`src/rtl/regfile_mp.sv`:
```
// Multi-ported register file with optional write-to-read bypass, hardwired zero
// register and a per-register busy scoreboard for issue/writeback hazard tracking.
module regfile_mp #(
    parameter int XLEN      = 32,
    parameter int REG_COUNT = 32,
    parameter int NUM_READ  = 2,
    parameter int NUM_WRITE = 1,
    parameter int BYPASS    = 1,
    parameter int ZERO_REG  = 1,
    localparam int AW       = $clog2(REG_COUNT)
) (
    input  logic                      clk,
    input  logic                      rst_n,
    input  logic [NUM_READ*AW-1:0]    raddr,
    output logic [NUM_READ*XLEN-1:0]  rdata,
    output logic [NUM_READ-1:0]       rbusy,
    input  logic [NUM_WRITE-1:0]      wen,
    input  logic [NUM_WRITE*AW-1:0]   waddr,
    input  logic [NUM_WRITE*XLEN-1:0] wdata,
    input  logic                      busy_set_en,
    input  logic [AW-1:0]             busy_set_addr,
    input  logic                      flush
);

    logic [XLEN-1:0]      regs_q [REG_COUNT];
    logic [XLEN-1:0]      regs_d [REG_COUNT];
    logic [REG_COUNT-1:0] busy_q;
    logic [REG_COUNT-1:0] busy_d;
    logic [REG_COUNT-1:0] wr_hit;

    // An address is architecturally live if in range and not the hardwired zero register.
    function automatic logic addr_ok(input logic [AW-1:0] a);
        return ({{(32-AW){1'b0}}, a} < 32'(REG_COUNT)) && !((ZERO_REG != 0) && (a == '0));
    endfunction

    // Later ports overwrite earlier ones, so the highest enabled port index wins.
    always_comb begin
        logic [AW-1:0] wa;
        wa = '0;
        wr_hit = '0;
        for (int i = 0; i < REG_COUNT; i++) begin
            regs_d[i] = regs_q[i];
        end
        for (int w = 0; w < NUM_WRITE; w++) begin
            wa = waddr[w*AW +: AW];
            if (wen[w] && addr_ok(wa)) begin
                regs_d[wa] = wdata[w*XLEN +: XLEN];
                wr_hit[wa] = 1'b1;
            end
        end
    end

    // Scoreboard priority: flush over a new producer's set, set over writeback clear.
    always_comb begin
        busy_d = busy_q & ~wr_hit;
        if (busy_set_en && addr_ok(busy_set_addr)) begin
            busy_d[busy_set_addr] = 1'b1;
        end
        if (flush) begin
            busy_d = '0;
        end
    end

    always_ff @(posedge clk or negedge rst_n) begin
        if (!rst_n) begin
            for (int i = 0; i < REG_COUNT; i++) begin
                regs_q[i] <= '0;
            end
            busy_q <= '0;
        end else begin
            regs_q <= regs_d;
            busy_q <= busy_d;
        end
    end

    always_comb begin
        logic [AW-1:0] ra;
        ra    = '0;
        rdata = '0;
        rbusy = '0;
        for (int r = 0; r < NUM_READ; r++) begin
            ra = raddr[r*AW +: AW];
            if (addr_ok(ra)) begin
                rdata[r*XLEN +: XLEN] = regs_q[ra];
                rbusy[r]              = busy_q[ra];
                // A forwarded value is the writeback itself, so it is never busy.
                if (BYPASS != 0) begin
                    for (int w = 0; w < NUM_WRITE; w++) begin
                        if (wen[w] && (waddr[w*AW +: AW] == ra)) begin
                            rdata[r*XLEN +: XLEN] = wdata[w*XLEN +: XLEN];
                            rbusy[r]              = 1'b0;
                        end
                    end
                end
            end
        end
    end

endmodule
```
`config.mk`:
```
export PLATFORM = sky130hd
export DESIGN_NAME = regfile_mp
export DESIGN_NICKNAME = d
export VERILOG_FILES = /design/src/rtl/regfile_mp.sv
export SDC_FILE = /design/constraint.sdc
export NUM_CORES = 2
export LEC_CHECK = 0
export ABC_AREA = 1
export CORE_UTILIZATION = 40
export CTS_CLUSTER_DIAMETER = 40
export DETAILED_ROUTE_END_ITERATION = 8
export GPL_TIMING_DRIVEN = 1
export SLEW_MARGIN = 40
export SYNTH_ARGS = -nofsm -noshare
export SYNTH_HDL_FRONTEND = slang
export SYNTH_SLANG_ARGS = --single-unit
```
`constraint.sdc`:
```
create_clock -name clk -period 3.4 [get_ports clk]
set_input_delay 0.68 -clock clk [delete_from_list [all_inputs] [get_ports clk]]
set_output_delay 0.68 -clock clk [all_outputs]
set_load 0.01 [all_outputs]
```
==> results.cfg <==
[cells_and_area]
fill_cells = 14700
area_delta_synth_final_pct = 21.9
final_layout_size_suffix_gt1_share_pct = 10.9
design_area_mm2 = 0.0742
nets = 9012
fin_cells = 11100
final_util_pct = 49.3

[timing]
setup_viol = 11
report.final.slew_viol_count = 0
max_freq_ghz = 0.288
fin_crit_ns = 3.47
rsz0062_at_grt = yes
finalHoldViolCount = 0
skew_ns = 0
fin_ws_ns = -0.0713
worstMarginPinSlew_ns = 0.880
min_period_over_period_pct = 102
max_slew_margin_pct = 41.0

[clocking]
cts_buffers = 181
cts_sinks = 1056
clkTransAtPathRegs_ns = 0.05
cts_tree = yes
clk_latency_ns = 0.77
cts-root-buf = clkbuf_16
cts_max_level = 4
clk_path_buf_depth = 3

[critical_path]
reg2reg_slack_ns = 2.63
startpoint = raddr[3]
startpoint_type = input pin
critPathKind = input pin to output pin
worst-r2r-cell-count = 2
r2r_start = busy_q[10]
endpoint = rdata[4]
r2r_end = busy_q[10]
cp.arrival_ns = 2.79
cp-end-kind = output pin
cp_max_fo = 15
required_ns = 2.72

[placed_design]
post_dp_cell_area_mm2 = 0.0676
hpwl_mm = 159
pre_cts_ws_ns = -0.586
numPortBuffers = 122
placedCellCount = 10800
gp_congestion = 0.939

[status]
violations = negative setup slack
status = finished, violations left

[routing]
wirelength_mm = 251
drc_errors = 0
drt_iter0_drc = 8396
final_antenna_net_count = 0
wl_met3_mm = 27.1
wl_met2_mm = 107
maxUsedRoutingLayer = met5
wl_per_cell_um = 22.5
first_pass_iters = 7
vias_per_cell = 5.69
wirelength_met1_mm = 102
num_vias = 63300

[synthesis]
synthCells = 8904
syn_area_mm2 = 0.0608
ys_seq_area_share_pct = 43.4
synth_mux_area_share_pct = 0
postSynthAreaPerCell_um2 = 6.83
synth_xor_area_share_pct = 0.0144
yosys_warnings = 0
synth_fa_ha_area_share_pct = 0
ys_types = 29
synth_top_family_by_area = simple AND/OR/NAND/NOR gates
synth-compound-area-share_pct = 14.4
ys_ff_latch = 1056
synth_fp_nets = 8961
synthSimpleGateAreaFrac_pct = 31.8

[pwr]
combPwrFrac_pct = 19.0
p_sw_uw = 13900
leakagePower_uw = 0.0361
power.share.clock_pct = 43.7
seq_power_share_pct = 37.2
power_uw = 44000
power.internal_uw = 30100
ir_drop_mv = 0.421
netSwitchingFraction_pct = 31.5
power_density_mw_per_mm2 = 593

[run]
maxCapViolCount = 0

[die]
die_w_um = 392
chipHeight_um = 392
coreArea_mm2 = 0.150
fp-row-count = 142
die_area_mm2 = 0.154
num_io_pins = 123
start_util_pct = 40.4

[global_route]
first_global_vias = 59000
grt_usage_pct = 32.4
grt-ovfl-total = 0
antenna_found_initial = 11
grt_max_degree = 119
grt_pass1_wl_mm = 376

[worst_hold_path]
hp-class = register to register
per-layer routing:
metal  track usage, %  vias up
met4             17.2        2
li1                 -    28900
met3             6.91      718
met1             43.7    30100
met2             48.7     3619
met5                0        -
cells in the final DEF, fill, tap and decap left out, types with 23 or more instances in the layout:
master / synthesis / routed
nand2_1: 3042 / 3004
nand3_1: 1308 / 1305
o21ai_0: 1142 / 1140
dfrtp_1: 1056 / 1056
inv_1: 739 / 724
buf_4: 12 / 317
nor2_1: 245 / 242
a21oi_1: 233 / 231
o211ai_1: 196 / 196
buf_12: 0 / 188
clkbuf_16: 0 / 183
o21ai_1: 77 / 79
clkdlybuf4s50_1: 0 / 55
or2_2: 45 / 45
nand2_4: 0 / 29
inv_6: 0 / 25
clkinv_2: 0 / 23
clkbuf_8: 0 / 23
synthesized netlist by cell type, drive strengths merged:
cell type	n	share of area [%]
nand2	3043	19
nand3	1308	11
o21ai	1219	10
dfrtp	1056	43
inv	754	4.7
clkbuf	420	2.6
buf	348	3.0
nor2	252	1.6
a21oi	233	1.9
o211ai	196	2.4
or2	45	0.46
nor3	16	0.18
o22ai	5	0.051
nand4	3	0.031
a22oi	2	0.025
clkinv	2	0.012
nor4	1	0.010
xor2	1	0.014
worst max-delay path, cell delays in order:
cell and delay (ns):
buf_4 0.16, buf_4 0.16, nor2_4 0.18, inv_2 0.10
buf_12 0.19, a21oi_1 0.15, nor2_1 0.08, nand2_1 0.16
nand3_1 0.24, nand2_1 0.14, clkdlybuf4s50_1 0.54
worst min path at each step:
stage / from / to / slack, ns / cells after the start
6_report: regs_q[1004] / regs_q[1004] / 0.37 / 0
5_1_grt: regs_q[1016] / regs_q[1016] / 0.38 / 0
4_1_cts: regs_q[1002] / regs_q[1002] / 0.38 / 0
3_5_place_dp: regs_q[1004] / regs_q[1004] / 0.37 / 0
3_3_place_gp: regs_q[1001] / regs_q[1001] / 0.36 / 0
2_1_floorplan: rst_n / busy_q[0] / 0.38 / 0
area by class of cell:
| cell class | instances | area, um2 | area share, % |
|---|---|---|---|
| sequential | 1056 | 26400 | 35.6 |
| timing repair buffer | 636 | 7440 | 10.0 |
| antenna | 7 | 17.5 | 0.0236 |
| clock buffer | 218 | 4940 | 6.66 |
| multi-input combinational | 6324 | 28500 | 38.4 |
| inverter | 756 | 2880 | 3.88 |
| clock inverter | 119 | 1480 | 2.00 |
| tap | 2016 | 2520 | 3.40 |
flip-flops by register name, indices dropped and copies added, names as in the netlist:
signal  count
busy_q     32
regs_q   1024
logic make-up (layout without fill, tap and decap cells):
family	Yosys count	count (layout)
other	0	7
buffers and inverters	1524	1729
XOR/XNOR	1	1
AO/OA/AOI/OAI	1655	1655
AND/OR/NAND/NOR	4668	4668
flip-flops	1056	1056
through the flow:
step | hold WS (ns) | TNS (ns)
floorplan | 0.384 | 0
global placement | 0.365 | -25.40
detailed placement | 0.366 | -23.88
CTS | 0.376 | -3.77
global route | 0.383 | -1.57
finish | 0.374 | -0.358
power by group through the flow:
stage               clock network [uW]  logic [uW]  registers, uW
floorplan                            0        5400          16100
global placement                     0        8080          16400
detailed placement                   0        8260          16500
CTS                              19400        8280          16300
global route                     19900        9480          16600
finish                           19200        8370          16400
repair_timing:
action,4_1_cts,5_1_grt
buffers inserted,1,0
hold buffers,1,0
pin swaps,3,3
gates resized for setup,65,69
endpoints found under the setup margin,66,59
endpoints found under the hold margin,24,0
Note: power is estimated with default switching activity, not from simulation.
